$ cat config.mk
export PLATFORM = sky130hd
export DESIGN_NAME = instr_fetch_unit
export DESIGN_NICKNAME = d
export VERILOG_FILES = /design/src/rtl/mips_pkg.sv /design/src/rtl/branch_target_calc.sv /design/src/rtl/instr_fetch_unit.sv
export SDC_FILE = /design/constraint.sdc
export NUM_CORES = 1
export LEC_CHECK = 0
export ABC_AREA = 1
export CAP_MARGIN = 30
export CORE_MARGIN = 3
export CORE_UTILIZATION = 27
export CTS_CLUSTER_DIAMETER = 150
export DETAILED_ROUTE_END_ITERATION = 7
export GPL_ROUTABILITY_DRIVEN = 1
export PLACE_DENSITY_LB_ADDON = 0.25
export SETUP_SLACK_MARGIN = 0.02
export SLEW_MARGIN = 20
export SYNTH_ARGS = -nofsm -noshare
export SYNTH_HDL_FRONTEND = slang
export SYNTH_SLANG_ARGS = --single-unit
$ cat constraint.sdc
create_clock -name clk -period 2.4 [get_ports clk]
set_input_delay 0.48 -clock clk [delete_from_list [all_inputs] [get_ports clk]]
set_output_delay 0.48 -clock clk [all_outputs]
set_load 0.03 [all_outputs]
$ cat src/rtl/mips_pkg.sv
// Shared MIPS definitions: fetch FSM state encoding and the opcodes the
// control decoder and fetch unit agree on.
package mips_pkg;

    typedef enum logic [1:0] {
        ST_FETCH = 2'd0,
        ST_DRAIN = 2'd1,
        ST_HOLD  = 2'd2
    } fetch_state_t;

    localparam logic [5:0] OP_RTYPE = 6'b000000;
    localparam logic [5:0] OP_BEQ   = 6'b000100;
    localparam logic [5:0] OP_BNE   = 6'b000101;
    localparam logic [5:0] OP_ADDI  = 6'b001000;
    localparam logic [5:0] OP_LW    = 6'b100011;
    localparam logic [5:0] OP_SW    = 6'b101011;

endpackage

$ cat src/rtl/branch_target_calc.sv
// Combinational beq/bne resolution: decides whether the branch is taken and
// forms the word-aligned target from pc4 plus the shifted, sign-extended immediate.
module branch_target_calc #(
    parameter int AW = 32
) (
    input  logic          br_valid,
    input  logic          br_en,
    input  logic          br_ne,
    input  logic          alu_zero,
    input  logic [15:0]   br_imm,
    input  logic [AW-1:0] br_pc4,
    output logic          taken,
    output logic [AW-1:0] target
);

    logic [AW-1:0] offset;
    logic [AW-1:0] sum;

    assign taken  = br_valid & br_en & (alu_zero ^ br_ne);
    assign offset = {{(AW-18){br_imm[15]}}, br_imm, 2'b00};
    assign sum    = br_pc4 + offset;
    // A misaligned br_pc4 would leak into the low bits; the PC is always word aligned.
    assign target = {sum[AW-1:2], 2'b00};

endmodule

$ cat src/rtl/instr_fetch_unit.sv
// Instruction fetch: owns the PC, fetches words over a req/ready memory port and
// hands instructions to decode over valid/ready, redirecting on taken branches.
//
//   state    | meaning
//   ---------+------------------------------------------------------------------
//   ST_FETCH | request outstanding at fetch_addr (imem_req low only right after reset)
//   ST_DRAIN | redirect pending; wait out the old request, discard its data
//   ST_HOLD  | instruction presented to decode, waiting for instr_ready
module instr_fetch_unit
    import mips_pkg::*;
#(
    parameter int            AW       = 32,
    parameter logic [AW-1:0] RESET_PC = '0
) (
    input  logic          clk,
    input  logic          rst,
    output logic          imem_req,
    output logic [AW-1:0] imem_addr,
    input  logic          imem_ready,
    input  logic [31:0]   imem_rdata,
    output logic          instr_valid,
    input  logic          instr_ready,
    output logic [31:0]   instr,
    output logic [5:0]    opcode,
    output logic [AW-1:0] pc4,
    input  logic          br_valid,
    input  logic          br_en,
    input  logic          br_ne,
    input  logic          alu_zero,
    input  logic [15:0]   br_imm,
    input  logic [AW-1:0] br_pc4
);

    localparam logic [AW-1:0] PC_STEP    = AW'(4);
    localparam logic [AW-1:0] PC_INIT    = {RESET_PC[AW-1:2], 2'b00};

    fetch_state_t  state;
    logic [AW-1:0] pc;
    logic [AW-1:0] fetch_addr;
    logic          taken;
    logic [AW-1:0] target;

    branch_target_calc #(.AW(AW)) u_btc (
        .br_valid (br_valid),
        .br_en    (br_en),
        .br_ne    (br_ne),
        .alu_zero (alu_zero),
        .br_imm   (br_imm),
        .br_pc4   (br_pc4),
        .taken    (taken),
        .target   (target)
    );

    assign imem_addr = fetch_addr;
    assign opcode    = instr[31:26];

    always_ff @(posedge clk) begin
        if (rst) begin
            state       <= ST_FETCH;
            pc          <= PC_INIT;
            fetch_addr  <= PC_INIT;
            imem_req    <= 1'b0;
            instr_valid <= 1'b0;
            instr       <= '0;
            pc4         <= '0;
        end else begin
            case (state)
                ST_FETCH: begin
                    if (!imem_req) begin
                        // First request after reset; a stray imem_ready here is ignored.
                        imem_req   <= 1'b1;
                        fetch_addr <= taken ? target : pc;
                        if (taken) pc <= target;
                    end else if (taken) begin
                        pc <= target;
                        if (imem_ready) fetch_addr <= target;
                        else            state      <= ST_DRAIN;
                    end else if (imem_ready) begin
                        instr       <= imem_rdata;
                        pc4         <= pc + PC_STEP;
                        pc          <= pc + PC_STEP;
                        imem_req    <= 1'b0;
                        instr_valid <= 1'b1;
                        state       <= ST_HOLD;
                    end
                end
                ST_DRAIN: begin
                    // Address stays on the old request; the latest redirect wins.
                    if (taken) pc <= target;
                    if (imem_ready) begin
                        fetch_addr <= taken ? target : pc;
                        state      <= ST_FETCH;
                    end
                end
                ST_HOLD: begin
                    if (taken) begin
                        pc          <= target;
                        fetch_addr  <= target;
                        instr_valid <= 1'b0;
                        imem_req    <= 1'b1;
                        state       <= ST_FETCH;
                    end else if (instr_ready) begin
                        fetch_addr  <= pc;
                        instr_valid <= 1'b0;
                        imem_req    <= 1'b1;
                        state       <= ST_FETCH;
                    end
                end
                default: begin
                    state       <= ST_FETCH;
                    imem_req    <= 1'b0;
                    instr_valid <= 1'b0;
                end
            endcase
        end
    end

endmodule
; Word level (Yosys, flattened, before mapping)
; Index checks and enable logic that the tools add are counted.
[op_classes]
reduce_logical = 10
multipliers = 0
n_bitwise = 5
order_cmp = 0
n_div = 0
mux = 32
eq_ne = 12
shifts = 0
add_sub_neg = 2
[ops]
columns = operator, n
row1 = $mux W32, 10
row2 = $pmux W32 S3, 1
row3 = $pmux W32 S2, 1
row4 = $add A32 B3 Y32 const B, 1
row5 = $add A32 B32 Y32, 1
row6 = $ne A3 B3 Y1 const B, 5
row7 = $reduce_and A5 Y1, 3
row8 = $mux W2, 7
row9 = $mux W1, 10
row10 = $ne A2 B2 Y1 const B, 4
row11 = $pmux W1 S3, 2
row12 = $pmux W2 S3, 1
row13 = $ne A4 B4 Y1 const B, 1
row14 = $reduce_and A2 Y1, 2
row15 = $reduce_and A4 Y1, 1
row16 = $reduce_bool A3 Y1, 1
row17 = $and A1 B1 Y1, 2
row18 = $eq A2 B1 Y1 const B, 1
row19 = $eq A2 B2 Y1 const B, 1
row20 = $logic_not A2 Y1, 1
row21 = $not A1 Y1, 2
row22 = $reduce_bool A2 Y1, 1
row23 = $reduce_or A2 Y1, 1
row24 = $xor A1 B1 Y1, 1
[word_totals]
memories = 0
romBits = 0
latch_bits = 0
output_inout_bits = 104
ram_bits = 0
word_cells = 68
regBits = 132
input_bits = 88

; Depth between registers and ports, before layout
[logic_depth]
word_depth = 5
depth_mapped = 17
mapped_depth_nobuf = 17

; Cells and area by module
; A second synthesis with hierarchy kept.
[unflattened]
hier_cells = 1462
area_unflattened_um2 = 9112.5
[modules_own_cells]
columns = module, area_per_inst_um2, instances, cells_each, seq_area_each_um2
row1 = instr_fetch_unit, 6792.8, 1, 1011, 2642.5
row2 = branch_target_calc, 2319.7, 1, 451, 0.0

; Worst setup path before layout
; No wires, ideal clock.
[synth_timing]
kind = input to register
start = input br_imm[0]
end = register fetch_addr[20] (netlist: imem_addr[20])
n_path_buf = 0
t_required_ps = 2287
setup_time_ps = 113
arrival_time_ps = 2102
setup_slack_ps = 186
stages = 14
cell_sequence = ha_1 -> fa_1 -> nand2_1 -> nand3_1 -> nand3_1 -> nand2_1 -> a21o_1 -> nand2_1 -> nand2_1 -> xor2_1 -> nand2_1 -> nand3_1 -> nand2_1 -> nand2_1
[synth_via]
elab_chain_cells = 5
word_cells_on_any_way = 8
cone_classes = 1 x add/sub / 7 x mux
[synth_rtl]
columns = element, line_no
row1 = from (decl), instr_fetch_unit.sv:30  ; input logic [15:0] br_imm,
row2 = $add A32 B32 Y32 (*), branch_target_calc.sv:21  ; assign sum = br_pc4 + offset;
row3 = $mux W32, instr_fetch_unit.sv:76  ; if (imem_ready) fetch_addr <= target;
row4 = $mux W32, instr_fetch_unit.sv:74  ; end else if (taken) begin
row5 = $mux W32, instr_fetch_unit.sv:69  ; if (!imem_req) begin
row6 = $pmux W32 S3 (*), instr_fetch_unit.sv:67  ; case (state)
row7 = to (signal assigned), instr_fetch_unit.sv:72  ; fetch_addr <= taken ? target : pc;
row8 = to (signal assigned), instr_fetch_unit.sv:76
row9 = to (signal assigned), instr_fetch_unit.sv:91  ; fetch_addr <= taken ? target : pc;
row10 = to (decl), instr_fetch_unit.sv:39  ; logic [AW-1:0] fetch_addr;
; Every way passes the cells marked *; elsewhere a longest branch is shown, timed or not. The select of a mux whose other input is x is not followed.
; A chain may end at the register's enable or synchronous reset.

; Worst setup path after layout
[layout_timing]
start = input br_pc4[8]
end = register pc[14]
[layout_via]
elab_chain_cells = 4
word_cells_on_any_way = 5
cone_classes = 1 x add/sub / 4 x mux
[layout_rtl]
columns = element, line_no
row1 = from (decl), instr_fetch_unit.sv:31  ; input logic [AW-1:0] br_pc4
row2 = $add A32 B32 Y32 (*), branch_target_calc.sv:21
row3 = $mux W32 (on tied branches), n/a
row4 = $mux W32, instr_fetch_unit.sv:69
row5 = $pmux W32 S2 (*), instr_fetch_unit.sv:67
row6 = to (signal assigned), instr_fetch_unit.sv:73  ; if (taken) pc <= target;
row7 = to (signal assigned), instr_fetch_unit.sv:89  ; if (taken) pc <= target;
row8 = to (signal assigned), instr_fetch_unit.sv:97  ; pc <= target;
row9 = to (decl), instr_fetch_unit.sv:38  ; logic [AW-1:0] pc;
; Every way passes the cells marked *; elsewhere a longest branch is shown, timed or not.

==> flow_metrics.tcl <==
set metrics [dict create \
    synth_mux_area_share_pct 0 \
    end_kind "register" \
    drive_gt1_share_pct 14.2 \
    start_kind "input port" \
    hold_viol_final 0 \
    worst-path-buf-inv 4 \
    drv_slew 0 \
    crit_required_ps 2740 \
    antenna_found_initial 0 \
    synth_nets 1465 \
    synth_simple_gate_area_share_pct 34.5 \
    ys_seq_area_share_pct 30.9 \
    outcome "finished clean" \
    first_pass_iters 7 \
    yosys.area.top_type "dfxtp_1" \
    die_h_um 184 \
    grt_max_degree 71 \
    hp-start "instr_valid" \
    synthTopCellsByCount "nand2_1, nor2_1, dfxtp_1" \
    critPathMaxStageDelay_ps 450 \
    min_period_ps 2240 \
    num_vias 9490 \
    drt_first_iter_violations 558 \
    path_depth 16 \
    io_pins 192 \
    antennaDiodeCount 0 \
    cts.sink_count 132 \
    synth_top_area_share_pct 30.9 \
    place_congestion 0.873 \
    rows 64 \
    grt_pass1_vias 8883 \
    rrSetupSlack_ps 350 \
    numCtsBuffers 17 \
    startpoint "br_pc4[8]" \
    maxCapViolations 0 \
    rsz0062_at_grt "yes" \
    slowest_stage "clkdlybuf4s50_1" \
    clockRootBuffer "clkbuf_16" \
    avgSynthCellArea_um2 6.37 \
    dp_slack_ps -557 \
    syn-cell-area_um2 8550 \
    grt_overflow 0 \
    worst_slew_pin_slew_ps 432 \
    worst_slack_ps 159 \
    reg2reg_from "pc[7]" \
    htreeDepth 4 \
    ys_ff_latch 132 \
    p_leak_nw 5.68 \
    min_path_type "reg2reg" \
    fp.dieArea_um2 33800 \
    fmax_mhz 446 \
    ff2ff_path_depth 11 \
    wl_per_cell_um 15.2 \
    grt_pass1_wl_um 47000 \
    synth_fa_ha_area_share_pct 5.21 \
    path_class "in2reg" \
    initial_core_util_pct 27.7 \
    path_cells "clkdlybuf4s50_1, ha_4, buf_4, nand2_1, inv_2, nand2_1, nand2_1, inv_1, nand2_2, nand2_1, nand2_2, xor2_1, nand2_1, nand2_1, nand2_1, a21oi_1" \
    ys_types 42 \
    setup.worst_path.end "pc[14]" \
    areaGrowthSynthToFinish_pct 46.1 \
    path_delay_family "simple AND/OR/NAND/NOR gates" \
    place_hpwl_um 23500 \
    synth.area.top_cells "dfxtp_1, nand2_1, nor2_1" \
    routed_via_density 4.74 \
    setup_violations 0 \
    cts.clk_slew.worst_paths_ps 60 \
    fin_crit_sh_pct 93.4 \
    finClkSkew_ps 14.1 \
    ys.flop_type "dfxtp_1" \
    cts_tree "yes" \
    insertion_delay_ps 430 \
    core_um2 30900 \
    power_density_nw_per_um2 933 \
    yosys.cell_count.top_type "nand2_1" \
    critPathArrivalTime_ps 2580 \
    synth_xor_area_share_pct 4.10 \
    grt_use_total_pct 17.4 \
    r2r_end "pc[27]" \
    place_area_um2 11600 \
    synth_top_family_by_area "simple AND/OR/NAND/NOR gates" \
    port_buffers 189 \
    fin_nets 1717 \
    slew-limit-headroom_pct 71.1 \
    postLayoutCellArea_um2 12500 \
    die_w_um 184 \
    crit_fanout 4 \
    clk_path_buf_depth 2 \
    drc_errors 0 \
    async_reset_ff_share_pct 0 \
    vdd_drop_max_uv 579 \
    synth_edf_count 0 \
    totalWireLength_um 30500 \
    p_total_mw 11.7 \
    synth_compound_area_share_pct 16.1 \
    netlist_instances 1342 \
    cts_hold_buf 0 \
    ant_nets 0 \
    cpMostUsedCell "nand2_1" \
    yosys_warnings 0 \
]
==> routing by layer <==
metal	wire length, µm	global-route usage, %	vias to the layer above
met5	0	0	-
met4	445	4.66	0
met3	1400	2.57	27
met2	15000	30.3	216
met1	13700	22.6	4362
li1	-	-	4885
==> kinds of logic (layout without fill, tap and decap cells) <==
logic type               count (synthesis)  count (layout)
adder cells (fa/ha/maj)                 35              35
AND/OR/NAND/NOR                        697             697
XOR/XNOR                                40              40
AO/OA/AOI/OAI                          246             246
buffers and inverters                  192             457
flip-flops                             132             132
==> layout make-up <==
class | count | area, µm²
flip-flops and latches | 132 | 2640
fillers | 3273 | 18400
clock inverters | 13 | 101
inverters | 126 | 473
well taps | 396 | 495
repair buffers | 299 | 2900
multi-input cells | 1018 | 5450
clock buffers | 19 | 433
==> where the power goes <==
part / switching [mW] / total (mW) / internal [mW]
Sequential: 0.587 / 3.42 / 2.84
Combinational: 3.50 / 5.84 / 2.34
Clock: 1.06 / 2.40 / 1.33
==> worst min-delay path by stage <==
stage / slack, ps / cells after the start / endpoint
finish: 460 / 2 / instr_valid
global route: 490 / 2 / instr_valid
CTS: 470 / 2 / instr_valid
detailed placement: 460 / 2 / imem_addr[21]
global placement: 460 / 2 / imem_addr[5]
floorplan: 450 / 2 / pc[0]
==> through the flow <==
stage / std cells / hold WS [ps] / setup TNS [ps] / utilization, %
after floorplan: 1342 / 446 / 0 / -
after global placement: 1967 / 459 / -18510 / 37.5
after detailed placement: 1967 / 461 / -19490 / 37.5
after CTS: 1999 / 472 / -7.68 / 39.4
after global routing: 2003 / 488 / -25.6 / 40.4
final: 2003 / 464 / 0 / 40.4
==> repair_timing <==
| item | 4_1_cts | 5_1_grt |
|---|---|---|
| gates resized for setup | 12 | 65 |
| endpoints found under the setup margin | 12 | 48 |
| gates cloned | 0 | 1 |
| setup buffers | 0 | 3 |
| pin swaps | 1 | 14 |
==> sequential cells by signal (all words and copies together), names as in the netlist <==
name and flops:
pc 32, pc4 32, imem_req 1, instr 32
imem_addr 32, state 2, instr_valid 1
==> cell usage in the layout (no fill, tap or decap), types with 4 or more instances in the layout <==
cell type        instances
nand3_1                110
nor2_1                 155
ha_4                     9
nand3b_1                 9
a21oi_2                 11
dfxtp_1                132
nor3_2                   5
inv_6                    4
nor3_1                  12
a21oi_1                 90
buf_12                  12
o21bai_1                16
nor2_4                   4
nand3_2                 10
and2_1                   4
o211ai_1                23
dlymetal6s2s_1           4
xnor2_1                 14
inv_1                  119
inv_2                    6
nand2_1                338
ha_1                    22
nand2_2                 19
o21ai_1                  4
nor2_2                   7
clkdlybuf4s50_1        185
nand4_1                 13
o21ai_0                 86
clkbuf_16               18
o21a_1                   4
xor2_1                  24
or2_2                    4
clkinv_4                 5
buf_4                   97
a211oi_1                 4
==> tightest hold or removal path, stage by stage (launching register included) <==
cell and delay, ps:
dfxtp_1 300, inv_1 40, a221oi_1 60
Note: power is estimated with default switching activity, not from simulation.
